### src/rtl/fifo_wptr_full_if.sv
// Write-side bus of the async FIFO pointer/flag block.
// master: producer / testbench side (drives wr_en, read pointer, ovf_clr).
// slave : fifo_wptr_full (drives write strobe, address, Gray pointer and flags).
// Signals:
//   wr_en           write request
//   rptr_gray_async Gray read pointer from the read domain, unsynchronised
//   ovf_clr         clears the sticky overflow flag
//   wr_accept       RAM write strobe (wr_en & ~full)
//   waddr           RAM write address
//   wptr_gray       registered Gray write pointer for the read domain
//   full            registered full flag
//   almost_full     registered level >= threshold
//   wr_level        registered fill level
//   overflow        sticky write-while-full flag
interface fifo_wptr_full_if #(
  parameter int unsigned ADDR_WIDTH = 4
);
  logic                  wr_en;
  logic [ADDR_WIDTH:0]   rptr_gray_async;
  logic                  ovf_clr;
  logic                  wr_accept;
  logic [ADDR_WIDTH-1:0] waddr;
  logic [ADDR_WIDTH:0]   wptr_gray;
  logic                  full;
  logic                  almost_full;
  logic [ADDR_WIDTH:0]   wr_level;
  logic                  overflow;

  modport master (
    output wr_en, rptr_gray_async, ovf_clr,
    input  wr_accept, waddr, wptr_gray, full, almost_full, wr_level, overflow
  );

  modport slave (
    input  wr_en, rptr_gray_async, ovf_clr,
    output wr_accept, waddr, wptr_gray, full, almost_full, wr_level, overflow
  );
endinterface

### src/rtl/fifo_wptr_full.sv
// Write-clock-domain pointer and flag generator for the async FIFO.
// Keeps the binary write pointer, publishes a registered Gray pointer, resynchronises
// the read-side Gray pointer and derives full / almost_full / level / sticky overflow.
// Ports:
//   clk    write-domain clock
//   rst_n  asynchronous active-low reset
//   bus    fifo_wptr_full_if.slave (see interface file for signal list)
// ADDR_WIDTH must be >= 2 so the full comparison has distinct top two bits.
module fifo_wptr_full #(
  parameter int unsigned ADDR_WIDTH   = 4,
  parameter int unsigned AFULL_THRESH = 12,
  parameter int unsigned SYNC_STAGES  = 2
) (
  input logic            clk,
  input logic            rst_n,
  fifo_wptr_full_if.slave bus
);

  localparam int unsigned PW = ADDR_WIDTH + 1;
  // Full when the write Gray pointer equals the read Gray pointer with its top two bits
  // inverted (one lap ahead).
  localparam logic [PW-1:0] FullMask = {2'b11, {(PW-2){1'b0}}};
  localparam logic [PW-1:0] AfThresh = PW'(AFULL_THRESH);

  logic [PW-1:0] wbin_q;
  logic [PW-1:0] wbin_next;
  logic [PW-1:0] gnext;
  logic [PW-1:0] rq;
  logic [PW-1:0] rbin;
  logic [PW-1:0] level_next;
  logic [PW-1:0] sync_q [SYNC_STAGES];
  logic [PW-1:0] wptr_gray_q;
  logic [PW-1:0] wr_level_q;
  logic          full_q;
  logic          almost_full_q;
  logic          overflow_q;
  logic          overflow_d;
  logic          wr_accept;

  assign wr_accept  = bus.wr_en & ~full_q;
  assign wbin_next  = wbin_q + PW'(wr_accept);
  assign gnext      = wbin_next ^ (wbin_next >> 1);
  assign rq         = sync_q[SYNC_STAGES-1];
  assign level_next = wbin_next - rbin;

  // Gray to binary: each binary bit is the XOR of the Gray bits at and above it.
  always_comb begin
    rbin = '0;
    for (int i = 0; i < int'(PW); i++) begin
      rbin[i] = ^(rq >> i);
    end
  end

  // A new overflowing write wins over a simultaneous clear.
  always_comb begin
    overflow_d = overflow_q;
    if (bus.wr_en && full_q) begin
      overflow_d = 1'b1;
    end else if (bus.ovf_clr) begin
      overflow_d = 1'b0;
    end
  end

  always_ff @(posedge clk or negedge rst_n) begin
    if (!rst_n) begin
      for (int i = 0; i < int'(SYNC_STAGES); i++) begin
        sync_q[i] <= '0;
      end
      wbin_q        <= '0;
      wptr_gray_q   <= '0;
      full_q        <= 1'b0;
      almost_full_q <= 1'b0;
      wr_level_q    <= '0;
      overflow_q    <= 1'b0;
    end else begin
      sync_q[0] <= bus.rptr_gray_async;
      for (int i = 1; i < int'(SYNC_STAGES); i++) begin
        sync_q[i] <= sync_q[i-1];
      end
      wbin_q        <= wbin_next;
      wptr_gray_q   <= gnext;
      full_q        <= (gnext == (rq ^ FullMask));
      almost_full_q <= (level_next >= AfThresh);
      wr_level_q    <= level_next;
      overflow_q    <= overflow_d;
    end
  end

  assign bus.wr_accept   = wr_accept;
  assign bus.waddr       = wbin_q[ADDR_WIDTH-1:0];
  assign bus.wptr_gray   = wptr_gray_q;
  assign bus.full        = full_q;
  assign bus.almost_full = almost_full_q;
  assign bus.wr_level    = wr_level_q;
  assign bus.overflow    = overflow_q;

endmodule

### src/flat_wrapper.sv
// flat-port wrapper written by rule: the top's interface ports become plain ports
module fifo_wptr_full_flat 
#(
  parameter int unsigned ADDR_WIDTH   = 4,
  parameter int unsigned AFULL_THRESH = 12,
  parameter int unsigned SYNC_STAGES  = 2
)
  (clk, rst_n, bus_wr_en, bus_rptr_gray_async, bus_ovf_clr, bus_wr_accept, bus_waddr, bus_wptr_gray, bus_full, bus_almost_full, bus_wr_level, bus_overflow);
  fifo_wptr_full_if #(.ADDR_WIDTH(ADDR_WIDTH)) bus_i ();
  input logic clk;
  input logic rst_n;
  input wire logic [$bits(bus_i.wr_en)-1:0] bus_wr_en;
  input wire logic [$bits(bus_i.rptr_gray_async)-1:0] bus_rptr_gray_async;
  input wire logic [$bits(bus_i.ovf_clr)-1:0] bus_ovf_clr;
  output wire logic [$bits(bus_i.wr_accept)-1:0] bus_wr_accept;
  output wire logic [$bits(bus_i.waddr)-1:0] bus_waddr;
  output wire logic [$bits(bus_i.wptr_gray)-1:0] bus_wptr_gray;
  output wire logic [$bits(bus_i.full)-1:0] bus_full;
  output wire logic [$bits(bus_i.almost_full)-1:0] bus_almost_full;
  output wire logic [$bits(bus_i.wr_level)-1:0] bus_wr_level;
  output wire logic [$bits(bus_i.overflow)-1:0] bus_overflow;
  assign bus_i.wr_en = bus_wr_en;
  assign bus_i.rptr_gray_async = bus_rptr_gray_async;
  assign bus_i.ovf_clr = bus_ovf_clr;
  assign bus_wr_accept = bus_i.wr_accept;
  assign bus_waddr = bus_i.waddr;
  assign bus_wptr_gray = bus_i.wptr_gray;
  assign bus_full = bus_i.full;
  assign bus_almost_full = bus_i.almost_full;
  assign bus_wr_level = bus_i.wr_level;
  assign bus_overflow = bus_i.overflow;
  fifo_wptr_full #(.ADDR_WIDTH(ADDR_WIDTH), .AFULL_THRESH(AFULL_THRESH), .SYNC_STAGES(SYNC_STAGES)) u_core (.clk(clk), .rst_n(rst_n), .bus(bus_i));
endmodule
### config.mk
export PLATFORM = sky130hd
export DESIGN_NAME = fifo_wptr_full_flat
export DESIGN_NICKNAME = d
export VERILOG_FILES = /design/src/rtl/fifo_wptr_full_if.sv /design/src/rtl/fifo_wptr_full.sv /design/src/flat_wrapper.sv
export SDC_FILE = /design/constraint.sdc
export NUM_CORES = 1
export LEC_CHECK = 0
export BUFFER_PORTS_ARGS = -buffer_cell sky130_fd_sc_hd__buf_2
export CORE_ASPECT_RATIO = 1.2
export CORE_UTILIZATION = 30
export CTS_CLUSTER_SIZE = 14
export DETAILED_ROUTE_END_ITERATION = 8
export GPL_TIMING_DRIVEN = 0
export RECOVER_POWER = 50
export REMOVE_ABC_BUFFERS = 1
export SYNTH_ARGS = -nofsm -noshare
export SYNTH_HDL_FRONTEND = slang
export SYNTH_SLANG_ARGS = --single-unit
### constraint.sdc
create_clock -name clk -period 2.6 [get_ports clk]
set_input_delay 0 -clock clk [delete_from_list [all_inputs] [get_ports clk]]
set_output_delay 0 -clock clk [all_outputs]
set_load 0.02 [all_outputs]
==> summary.txt, run 1 <==
Clock tree
  • Clock tree from TritonCTS: done
  • Root Buffer Master: sky130_fd_sc_hd__clkbuf_8
  • Clock Tree Buf Depth: 2
  • Number of clock buffers inserted by TritonCTS: 3
  • Depth of the CTS H-tree: 1
  • Worst-Skew Late Latency: 280 ps
  • Clock transition at path regs: 100 ps
  • Sink Count: 27

Logic synthesis
  • Post-synthesis average cell area: 12.8 um2
  • Register bit count reported by yosys: 27
  • Proportion of synthesized chip area in sequential cells: 56.3%
  • Share of synthesized cell area in full adder, half adder and majority cells: 6.26%
  • Post-synthesis share of cell area spent on xor and xnor gates: 17.0%
  • Distinct cell type count after synthesis: 29
  • Share of synthesized area spent on multiplexers: 0.834%
  • Combinational family with the most area after synthesis: XOR/XNOR gates
  • Count of yosys warnings during synthesis: 0
  • Synthesized cell area: 1200 um2
  • Cell count after synthesis: 94
  • Compound-Gate Fraction of Synth Area: 7.30%
  • Post-Synth Simple-Gate Area: 9.80%

Critical path
  • Depth of the worst register-to-register path: 10
  • FF-to-FF setup slack: 120 ps
  • Highest fanout seen on the critical path: 6
  • Worst flop-to-flop path endpoint: u_core.bus.almost_full
  • Data required, critical path: 2820 ps
  • Kind of start point of the critical path: flip-flop
  • Arrival time at the worst endpoint: 2700 ps
  • FF-to-FF Start: u_core.bus.full
  • Endpoint type of the worst setup path: flip-flop
  • Worst setup path category: reg -> reg

Route
  • Routed via count: 815
  • Vias per Instance: 4.41
  • # DRC: 0
  • Routed Antenna Nets: 0
  • First-pass iteration count of the detailed router: 4
  • Number of DRC markers after the initial detailed-route iteration: 18
  • Final wirelength: 2.11 mm
  • Routed length per instance: 11.4 um

Pwr
  • Leakage dissipation: 0.729 nW
  • VDD IR max: 0.516 mV
  • Power Density: 1400 nW/um2

Placement
  • Quantity of I/O buffers inserted on ports: 26
  • Placed insts: 171
  • Placer congestion estimate: 0.760
  • Post-DP HPWL: 1.46 mm
  • Worst setup slack after placement: -197 ps

Die
  • Placeable core region: 3720 um2
  • Cell Rows: 24
  • Top-Level Pins: 27
  • Die width: 59.7 um
  • Total Die Area: 4260 um2
  • Die span in y: 71.3 um
  • Initial Utilization: 32.2%

STA
  • Transition at the pin with the smallest max-transition slack: 1400 ps
  • Highest achievable clock rate: 403 MHz
  • Final worst path period need: 2480 ps
  • Setup Viol. Count Final: 0
  • Final worst-path setup slack: 117 ps
  • Final-report hold violation count: 0
  • Max_slew headroom: 6.56%
  • Final period utilization: 95.5%
  • Final Max Tran Viols: 0
  • Setup repair after global routing missed its margin: false
  • Setup skew after layout: 6.92 ps

Finish
  • Layout area overhead: 32.7%
  • Final cell count without fillers: 185
  • Antenna diode instance count: 0
  • Net total in the final layout: 149
  • Commonest non-fill, non-tap cells in the layout: sky130_fd_sc_hd__dfrtp_1 (27), sky130_fd_sc_hd__buf_2 (25), sky130_fd_sc_hd__xnor2_1 (10)
  • Share of cells above drive strength 1: 33.8%
  • Leading cell type in the layout, fill and taps excluded: sky130_fd_sc_hd__dfrtp_1

Global routing
  • Aggregate global-route resource usage: 11.7%
  • Number of antenna violations at the first check in global routing: 0
  • Pin count of the biggest net entering global routing: 28
  • Overall overflow remaining after global route: 0
  • Global-route met3 utilization: 1.81%
  • M2 GR Usage: 18.6%
  • Wire length of the first global-routing pass: 3.68 mm
  • Layer with the highest usage: met2
  • Grt met1 use: 14.4%
  • Vias in the first global route: 876

Worst hold path
  • Min-Delay Path Class: in -> reg
  • Beginning of the worst hold path: bus_wr_en
  • Worst hold path depth: 3
  • Endpoint, Worst Hold: u_core.wbin_q[0]

Job
  • Number of violations of the max-capacitance limit: 0

Run status
  • Result of the run: completed
[routing by layer]
layer / vias up / wire length [um] / part of all wire (%)
li1: 392 / - / -
met1: 393 / 936 / 44
met2: 25 / 1040 / 49
met3: 5 / 84 / 4.0
met4: 0 / 55 / 2.6
met5: - / 0 / 0
[sequential cells by signal, indices dropped and copies added, names as in the netlist]
| signal | count |
|---|---|
| u_core.bus.almost_full | 1 |
| u_core.bus.full | 1 |
| u_core.bus.overflow | 1 |
| u_core.bus.wptr_gray | 4 |
| u_core.bus.wr_level | 5 |
| u_core.rq | 5 |
| u_core.sync_q | 5 |
| u_core.wbin_q | 5 |
[through the flow]
| stage | utilization [%] | hold slack, ps | setup TNS (ps) | power, W | instance area [um2] |
|---|---|---|---|---|---|
| floorplan | - | -296 | -491 | 0.00160 | 1200 |
| global placement | 37.4 | 37.9 | -227 | 0.00187 | 1390 |
| detailed placement | 37.4 | 48.8 | -381 | 0.00189 | 1390 |
| CTS | 41.4 | 253 | 0 | 0.00222 | 1540 |
| global route | 42.8 | 210 | 0 | 0.00242 | 1590 |
| finish | 42.8 | 204 | 0 | 0.00224 | 1590 |
[cells in the mapped netlist (all sizes together)]
master	number	share of area, %
nor3b	1	0.63
xnor2	12	9.4
a221oi	1	0.73
xor2	7	5.7
ha	6	6.3
nor2b	3	1.6
and3	1	0.52
xnor3	1	1.9
inv	7	2.2
nand4	1	0.52
nand2	1	0.31
o21ai	3	1.3
or4	1	0.94
and2	1	0.52
nor3	2	0.83
mux2i	1	0.83
a211oi	1	0.63
nand3	3	1.3
dfrtp	27	56
or2	1	0.52
o21ba	1	0.83
clkbuf	1	0.31
nand2b	3	1.6
a21oi	4	1.7
a22o	1	0.73
a21o	2	1.5
nand3b	1	0.63
[cells by family (layout without fill, tap and decap cells)]
kind of cell	count (synthesis)	count (layout)
flip-flops	27	27
adder cells (fa/ha/maj)	6	6
AO/OA/AOI/OAI	13	13
XOR/XNOR	20	20
AND/OR/NAND/NOR	19	19
buffers and inverters	8	47
multiplexers	1	1
[what timing repair did]
| item | CTS | global route |
|---|---|---|
| setup buffers | 0 | 2 |
| pin swaps | 1 | 1 |
| setup endpoints to repair | 2 | 2 |
| resized for setup | 2 | 7 |
| endpoints found under the hold margin | 33 | 0 |
| hold buffers | 8 | 0 |
[area by class of cell]
| class | instances | area [um2] |
|---|---|---|
| repair buffers | 36 | 224 |
| inverters | 7 | 26.3 |
| clock inverters | 1 | 8.76 |
| fillers | 375 | 2130 |
| well taps | 52 | 65.1 |
| clock buffers | 3 | 41.3 |
| flip-flops and latches | 27 | 676 |
| multi-input cells | 59 | 552 |
[report_power, final]
group	switching [W]	internal (W)	leakage, nW	total, W
clock network	0.000145	0.000113	0.0261	0.000258
logic	0.000717	0.000616	0.384	0.00133
registers	0.0000723	0.000574	0.319	0.000646
total	0.000934	0.00130	0.729	0.00224
[how the worst max path moves through the flow]
stage                                   endpoint       startpoint  depth (start not counted)  slack, ps
after global routing      u_core.bus.wr_level[4]  u_core.bus.full                         10         10
after global placement    u_core.bus.almost_full  u_core.bus.full                         10       -120
after detailed placement  u_core.bus.almost_full  u_core.bus.full                         10       -200
final                     u_core.bus.almost_full  u_core.bus.full                         10        120
after CTS                 u_core.bus.almost_full  u_core.bus.full                         10          2
after floorplan           u_core.bus.almost_full  u_core.bus.full                         10       -250
[critical path: stages, from the launching register on]
cell and delay, ps:
sky130_fd_sc_hd__dfrtp_1 420, sky130_fd_sc_hd__nor2b_2 140, sky130_fd_sc_hd__ha_2 210, sky130_fd_sc_hd__ha_2 210, sky130_fd_sc_hd__xnor2_2 180, sky130_fd_sc_hd__inv_2 100, sky130_fd_sc_hd__ha_4 280, sky130_fd_sc_hd__and2_1 140
sky130_fd_sc_hd__a22o_1 220, sky130_fd_sc_hd__or4_4 420, sky130_fd_sc_hd__nand4_1 100
No activity file was read; power rests on OpenSTA's default activity.
==> inputs of run 2 (changes only) <==
--- a/config.mk
+++ b/config.mk
@@ -7,7 +7,7 @@
 export LEC_CHECK = 0
 export BUFFER_PORTS_ARGS = -buffer_cell sky130_fd_sc_hd__buf_2
 export CORE_ASPECT_RATIO = 1.2
-export CORE_UTILIZATION = 30
+export CORE_UTILIZATION = 40
 export CTS_CLUSTER_SIZE = 14
 export DETAILED_ROUTE_END_ITERATION = 8
 export GPL_TIMING_DRIVEN = 0
==> run 2 against run 1 <==
Critical endpoint unchanged. Maximum frequency down 0.30%. Non-clock buffer count fell by 1. Clock power down 25%.
==> summary.txt, run 2 (synthesis results as in run 1) <==
Clock tree
  • Clock tree from TritonCTS: done
  • Clock Tree Buf Depth: 2 (unchanged)
  • Sink Count: 27 (unchanged)
  • Root Buffer Master: sky130_fd_sc_hd__clkbuf_4
  • Worst-Skew Late Latency: 330 ps (+50 ps)
  • Number of clock buffers inserted by TritonCTS: 3 (unchanged)
  • Clock transition at path regs: 160 ps (+60 ps)
  • Depth of the CTS H-tree: 1 (unchanged)

Pwr
  • Portion of total power attributed to sequential cells: 29.8% (+0.9 points)
  • VDD IR max: 0.580 mV (+12%)
  • Clock share of power: 8.9% (-2.6 points)
  • Power Density: 1410 nW/um2 (+0.12%)
  • Switching power summed over all nets: 0.000922 W (-1.2%)
  • Net switching share of the total power: 42.6% (+0.84 points)
  • Share of total power in combinational logic: 61.3% (+1.7 points)
  • Leakage dissipation: 0.715 nW (-1.9%)
  • Cell internal power dissipation: 0.00124 W (-4.6%)

Finish
  • Net total in the final layout: 148 (-0.67%)
  • Antenna diode instance count: 0 (unchanged)
  • Fill cells: 226 (-40%)
  • Final cell count without fillers: 166 (-10%)
  • Util after Layout: 54.8% (+12 points)
  • Leading cell type in the layout, fill and taps excluded: sky130_fd_sc_hd__dfrtp_1
  • Share of cells above drive strength 1: 32.6% (-1.3 points)
  • Layout area overhead: 28.4%
  • Commonest non-fill, non-tap cells in the layout: sky130_fd_sc_hd__dfrtp_1 (26), sky130_fd_sc_hd__buf_2 (25), sky130_fd_sc_hd__xnor2_1 (10)

STA
  • Worst hold slack: 186 ps (-18.0 ps)
  • Final worst path period need: 2490 ps (+7.39 ps)
  • Setup Viol. Count Final: 0 (unchanged)
  • Final-report hold violation count: 0 (unchanged)
  • Total negative slack: 0 ps (unchanged)
  • Final period utilization: 95.8% (+0.28 points)
  • Max_slew headroom: 9.34% (+2.8 points)
  • Transition at the pin with the smallest max-transition slack: 1360 ps (-41.8 ps)
  • Highest achievable clock rate: 402 MHz (-0.30%)
  • Setup skew after layout: 8.54 ps (+1.62 ps)
  • Final Max Tran Viols: 0 (unchanged)

Die
  • Cell Rows: 21 (-13%)
  • Die width: 52.0 um (-13%)
  • Initial Utilization: 42.7% (+10 points)
  • Die span in y: 62.0 um (-13%)
  • Total Die Area: 3220 um2 (-24%)
  • Placeable core region: 2810 um2 (-24%)
  • Top-Level Pins: 27 (unchanged)

Placement
  • Post-DP HPWL: 1.43 mm (-2.1%)
  • Placer congestion estimate: 0.738 (-2.9%)
  • Placed insts: 153 (-11%)
  • Quantity of I/O buffers inserted on ports: 26 (unchanged)

Worst hold path
  • Min-Delay Path Class: in -> reg
  • Endpoint, Worst Hold: u_core.wbin_q[0]
  • Worst hold path depth: 3 (unchanged)
  • Beginning of the worst hold path: bus_wr_en

Run status
  • Result of the run: completed

Critical path
  • Endpoint type of the worst setup path: flip-flop
  • Worst setup path category: reg -> reg
  • Critical path, cell by cell: nor2b_1, ha_1, ha_2, xnor2_2, inv_2, ha_4, and2_1, a22o_1, or4_4, nand4_1
  • FF-to-FF Start: u_core.bus.full
  • Kind of start point of the critical path: flip-flop
  • Data required, critical path: 2870 ps (+50 ps)
  • Worst flop-to-flop path endpoint: u_core.bus.almost_full
  • CP bufs+invs: 1 (unchanged)
  • Highest fanout seen on the critical path: 6 (unchanged)
  • Delay-heaviest family, CP: simple AND/OR/NAND/NOR gates
  • Depth of the worst register-to-register path: 10 (unchanged)
  • Critical Path Slowest Stage Cell: sky130_fd_sc_hd__or4_4
  • Worst path max stage delay: 430 ps (about the same)
  • FF-to-FF setup slack: 110 ps (about the same)
  • Arrival time at the worst endpoint: 2760 ps (+60 ps)

Global routing
  • Wire length of the first global-routing pass: 3.31 mm (-10%)
  • Vias in the first global route: 817 (-6.7%)
  • Aggregate global-route resource usage: 14.3% (+2.6 points)
  • Number of antenna violations at the first check in global routing: 0 (unchanged)
  • Pin count of the biggest net entering global routing: 28 (unchanged)
  • Overall overflow remaining after global route: 0 (unchanged)

Route
  • Vias per Instance: 4.90 (+11%)
  • Routed via count: 813 (-0.25%)
  • Routed length per instance: 12.2 um (+7.2%)
  • Routed Antenna Nets: 0 (unchanged)
  • # DRC: 0 (unchanged)
  • Number of DRC markers after the initial detailed-route iteration: 15 (-3)
  • Final wirelength: 2.03 mm (-3.8%)
  • First-pass iteration count of the detailed router: 2 (-2)

Job
  • Number of violations of the max-capacitance limit: 0 (unchanged)
run 2: changes by cell type in the layout (fill, tap and decap cells not counted):
cell                       before  now
sky130_fd_sc_hd__clkbuf_4       0    3
sky130_fd_sc_hd__clkbuf_8       3    0
sky130_fd_sc_hd__buf_4          2    1
sky130_fd_sc_hd__dfrtp_1       27   26
sky130_fd_sc_hd__dfrtp_2        0    1
sky130_fd_sc_hd__ha_1           3    4
sky130_fd_sc_hd__ha_2           2    1
sky130_fd_sc_hd__nor2b_1        2    3
sky130_fd_sc_hd__nor2b_2        1    0
run 2: power groups by stage:
stage / registers (W) / logic [W] / clock network [W]
floorplan: 0.000817 / 0.000780 / 0
global placement: 0.000644 / 0.00123 / 0
detailed placement: 0.000652 / 0.00124 / 0
CTS: 0.000646 / 0.00131 / 0.000203
global route: 0.000666 / 0.00146 / 0.000215
finish: 0.000645 / 0.00133 / 0.000193
run 2: cell type report:
type                            instances  area, um2  share of cell area [%]
Tap cell                               34       42.5                    2.76
Multi-Input combinational cell         59        547                    35.5
Sequential cell                        27        677                    43.9
Clock inverter                          1       8.76                   0.569
Inverter                                7       26.3                    1.71
Clock buffer                            3       22.5                    1.46
Timing Repair Buffer                   35        216                    14.1
run 2: worst max path at each step:
| stage | startpoint | to | slack, ps | cells after the start |
|---|---|---|---|---|
| floorplan | u_core.bus.full | u_core.bus.almost_full | -250 | 10 |
| global placement | u_core.bus.full | u_core.bus.almost_full | -130 | 10 |
| detailed placement | u_core.bus.full | u_core.bus.almost_full | -130 | 10 |
| CTS | u_core.rq[4] | u_core.bus.almost_full | 9 | 9 |
| global route | u_core.bus.full | u_core.bus.almost_full | -4 | 10 |
| finish | u_core.bus.full | u_core.bus.almost_full | 110 | 10 |
run 2: tightest hold or removal path, delay by kind of cell:
| kind | cells | cell delay, ps |
|---|---|---|
| buffers and inverters | 1 | 80 |
| and+or+nand+nor | 1 | 160 |
| adders and majority gates | 1 | 230 |
run 2: repair_timing:
action	CTS	global route
setup buffers	0	1
endpoints found under the setup margin	2	2
hold buffers	8	0
pin swaps	2	1
endpoints found under the hold margin	33	0
gates resized for setup	2	6
run 2: metrics by stage:
stage,power (W),worst slack [ps],cell area [um2]
after floorplan,0.00160,-248,1200
after global placement,0.00187,-130,1370
after detailed placement,0.00189,-129,1370
after CTS,0.00216,9.39,1500
after global routing,0.00234,-3.65,1540
final,0.00217,110,1540
run 2: layer usage:
layer | track usage [%] | part of all wire [%] | up-vias
met3 | 2.92 | 3.2 | 5
met1 | 15.2 | 41 | 394
met2 | 26.6 | 54 | 20
met5 | 0 | 0 | -
li1 | - | - | 394
met4 | 7.72 | 1.8 | 0
==> inputs of run 3 (changes only) <==
--- a/config.mk
+++ b/config.mk
@@ -6,11 +6,14 @@
 export NUM_CORES = 1
 export LEC_CHECK = 0
 export BUFFER_PORTS_ARGS = -buffer_cell sky130_fd_sc_hd__buf_2
+export CELL_PAD_IN_SITES_DETAIL_PLACEMENT = 1
+export CELL_PAD_IN_SITES_GLOBAL_PLACEMENT = 2
 export CORE_ASPECT_RATIO = 1.2
-export CORE_UTILIZATION = 40
+export CORE_UTILIZATION = 31
 export CTS_CLUSTER_SIZE = 14
 export DETAILED_ROUTE_END_ITERATION = 8
 export GPL_TIMING_DRIVEN = 0
+export PLACE_DENSITY_LB_ADDON = 0.1
 export RECOVER_POWER = 50
 export REMOVE_ABC_BUFFERS = 1
 export SYNTH_ARGS = -nofsm -noshare
==> run 3 against run 2 <==
Wire length increased by 14%. Maximum frequency rose by 1.8%. Worst setup slack gained 44 ps. Sequential power increased by 1%. Critical path depth stayed put. Design area rose by 4.0%. Hold slack improved by 70 ps. First-iteration DRC count decreased by 60%. Final cell count is 11% higher. Combinational power increased by 5%. Sequential cell count stayed put. Register-to-register slack better by 40 ps. Largest power group unchanged.
==> summary.txt, run 3 (synthesis results as in run 1) <==
Route
  • Routed via count: 823 (+1.2%)
  • Vias per Instance: 4.47 (-8.7%)
  • Number of DRC markers after the initial detailed-route iteration: 6 (-9)
  • First-pass iteration count of the detailed router: 4 (+2)
  • Routed Antenna Nets: 0 (unchanged)
  • Routed length per instance: 12.6 um (+2.9%)
  • # DRC: 0 (unchanged)
  • Final wirelength: 2.32 mm (+14%)

STA
  • Total negative slack: 0 ps (unchanged)
  • Final Max Tran Viols: 0 (unchanged)
  • Final period utilization: 94.1% (-1.7 points)
  • Highest achievable clock rate: 409 MHz (+1.8%)
  • Final worst path period need: 2450 ps (-43.5 ps)
  • Max_slew headroom: 7.49% (-1.9 points)
  • Transition at the pin with the smallest max-transition slack: 1390 ps (+27.8 ps)
  • Setup skew after layout: 2.53 ps (-6.00 ps)
  • Setup Viol. Count Final: 0 (unchanged)
  • Setup repair after global routing missed its margin: false
  • Final-report hold violation count: 0 (unchanged)

Pwr
  • Leakage dissipation: 0.724 nW (+1.2%)
  • Portion of total power attributed to sequential cells: 28.8% (-1.0 points)
  • VDD IR max: 0.480 mV (-17%)
  • Clock share of power: 10.3% (+1.4 points)
  • Power Density: 1420 nW/um2 (+0.92%)
  • Cell internal power dissipation: 0.00133 W (+6.7%)
  • Switching power summed over all nets: 0.000946 W (+2.5%)
  • Net switching share of the total power: 41.6% (-0.99 points)
  • Share of total power in combinational logic: 61.0% (-0.3 points)

Placement
  • Placed insts: 171 (+12%)
  • Cell area after placement: 1390 um2 (+1.6%)
  • Quantity of I/O buffers inserted on ports: 26 (unchanged)
  • Placer congestion estimate: 0.664 (-10%)
  • Post-DP HPWL: 1.65 mm (+15%)

Critical path
  • Worst path max stage delay: 420 ps (about the same)
  • Highest fanout seen on the critical path: 6 (unchanged)
  • Kind of start point of the critical path: flip-flop
  • Delay-heaviest family, CP: simple AND/OR/NAND/NOR gates
  • Worst setup path category: reg -> reg
  • Critical path, cell by cell: nor2b_2, ha_1, ha_4, xnor2_4, inv_1, ha_4, and2_1, a22o_1, or4_4, nand4_1
  • Critical Path Slowest Stage Cell: sky130_fd_sc_hd__or4_4
  • Critical path's most frequent cell: sky130_fd_sc_hd__ha_4
  • Data required, critical path: 2800 ps (-70 ps)
  • Endpoint type of the worst setup path: flip-flop
  • Arrival time at the worst endpoint: 2650 ps (-110 ps)
  • CP bufs+invs: 1 (unchanged)

Global routing
  • Pin count of the biggest net entering global routing: 28 (unchanged)
  • Overall overflow remaining after global route: 0 (unchanged)
  • Number of antenna violations at the first check in global routing: 0 (unchanged)
  • Aggregate global-route resource usage: 13.2% (-1.1 points)
  • Wire length of the first global-routing pass: 4.04 mm (+22%)
  • Vias in the first global route: 894 (+9.4%)

Die
  • Total Die Area: 4120 um2 (+28%)
  • Placeable core region: 3660 um2 (+30%)
  • Die width: 58.8 um (+13%)
  • Die span in y: 70.2 um (+13%)
  • Top-Level Pins: 27 (unchanged)
  • Initial Utilization: 32.8% (-9.9 points)
  • Cell Rows: 24 (+14%)

Finish
  • Commonest non-fill, non-tap cells in the layout: sky130_fd_sc_hd__dfrtp_1 (27), sky130_fd_sc_hd__buf_2 (25), sky130_fd_sc_hd__xnor2_1 (10)
  • Final cell count without fillers: 184 (+11%)
  • Net total in the final layout: 148 (unchanged)
  • Fill cells: 410 (+81%)
  • Share of cells above drive strength 1: 31.8% (-0.76 points)
  • Layout area overhead: 33.5%
  • Non-Filler Cell Area, Final: 1600 um2 (+4.0%)
  • Antenna diode instance count: 0 (unchanged)
  • Leading cell type in the layout, fill and taps excluded: sky130_fd_sc_hd__dfrtp_1

Clock tree
  • Worst-Skew Late Latency: 270 ps (-60 ps)
  • Depth of the CTS H-tree: 1 (unchanged)
  • Number of clock buffers inserted by TritonCTS: 3 (unchanged)
  • Root Buffer Master: sky130_fd_sc_hd__clkbuf_8
  • Sink Count: 27 (unchanged)
  • Clock transition at path regs: 90 ps (-70 ps)
  • Clock tree from TritonCTS: done
  • Clock Tree Buf Depth: 2 (unchanged)

Job
  • Number of violations of the max-capacitance limit: 0 (unchanged)

Worst hold path
  • Min-Delay Path Class: in -> reg

Run status
  • Result of the run: completed
==> run 3: worst register-to-register path, delay by kind of cell, from the launching register on <==
family / cells / cell delay [ps]
xor gates and xnor gates: 1 / 150
adders and majority gates: 3 / 670
and+or+nand+nor: 4 / 810
buffers and inverters: 1 / 120
DFF: 1 / 410
AOI/OAI and AO/OA: 1 / 220
==> run 3: power by group through the flow <==
stage	Clock, W	Sequential, W	Combinational, W
2_1_floorplan	0	0.000817	0.000780
6_report	0.000233	0.000654	0.00139
5_1_grt	0.000264	0.000674	0.00153
3_5_place_dp	0	0.000650	0.00127
3_3_place_gp	0	0.000645	0.00126
4_1_cts	0.000249	0.000651	0.00137
==> run 3: cell type report <==
cell class / instances / area [um2] / share of cell area [%]
sequential: 27 / 676 / 42.2
multi-input combinational: 59 / 573 / 35.8
timing repair buffer: 35 / 216 / 13.5
tap: 52 / 65.1 / 4.06
clock buffer: 4 / 45.0 / 2.81
inverter: 7 / 26.3 / 1.64
==> run 3: final timing paths <==
check	from	endpoint	slack, ps	cells after the start
worst min register to register	u_core.sync_q[9]	u_core.rq[4]	350	0
worst max-delay path	u_core.bus.full	u_core.bus.almost_full	150	10
worst max register to register	u_core.bus.full	u_core.bus.almost_full	150	10
min in group asynchronous	rst_n	u_core.bus.overflow	580	2
worst min-delay path	bus_wr_en	u_core.wbin_q[0]	260	3
max in group asynchronous	rst_n	u_core.rq[0]	1210	2
==> run 3: through the flow <==
step / hold WS, ps / setup slack [ps] / total power (W) / utilization (%)
after floorplan: -296 / -248 / 0.00160 / -
after global placement: 35.7 / -209 / 0.00191 / 38.0
after detailed placement: 40.3 / -243 / 0.00192 / 38.0
after CTS: 259 / 4.53 / 0.00227 / 42.9
after global routing: 294 / 17.8 / 0.00247 / 43.7
final: 256 / 153 / 0.00227 / 43.7
==> run 3: timing repair <==
| action | CTS | global route |
|---|---|---|
| pin swaps | 2 | 1 |
| hold endpoints to repair | 33 | 0 |
| setup endpoints to repair | 2 | 2 |
| hold buffers | 8 | 0 |
| setup buffers | 0 | 1 |
| resized for setup | 7 | 3 |
| gates cloned | 0 | 0 |
==> run 3: metal layers <==
metal / global-route usage, % / part of all wire (%) / up-vias
met4: 6.35 / 0.91 / 0
met1: 16.0 / 43 / 412
met5: 0 / 0 / -
li1: - / - / 389
met2: 22.1 / 52 / 20
met3: 2.22 / 3.5 / 2
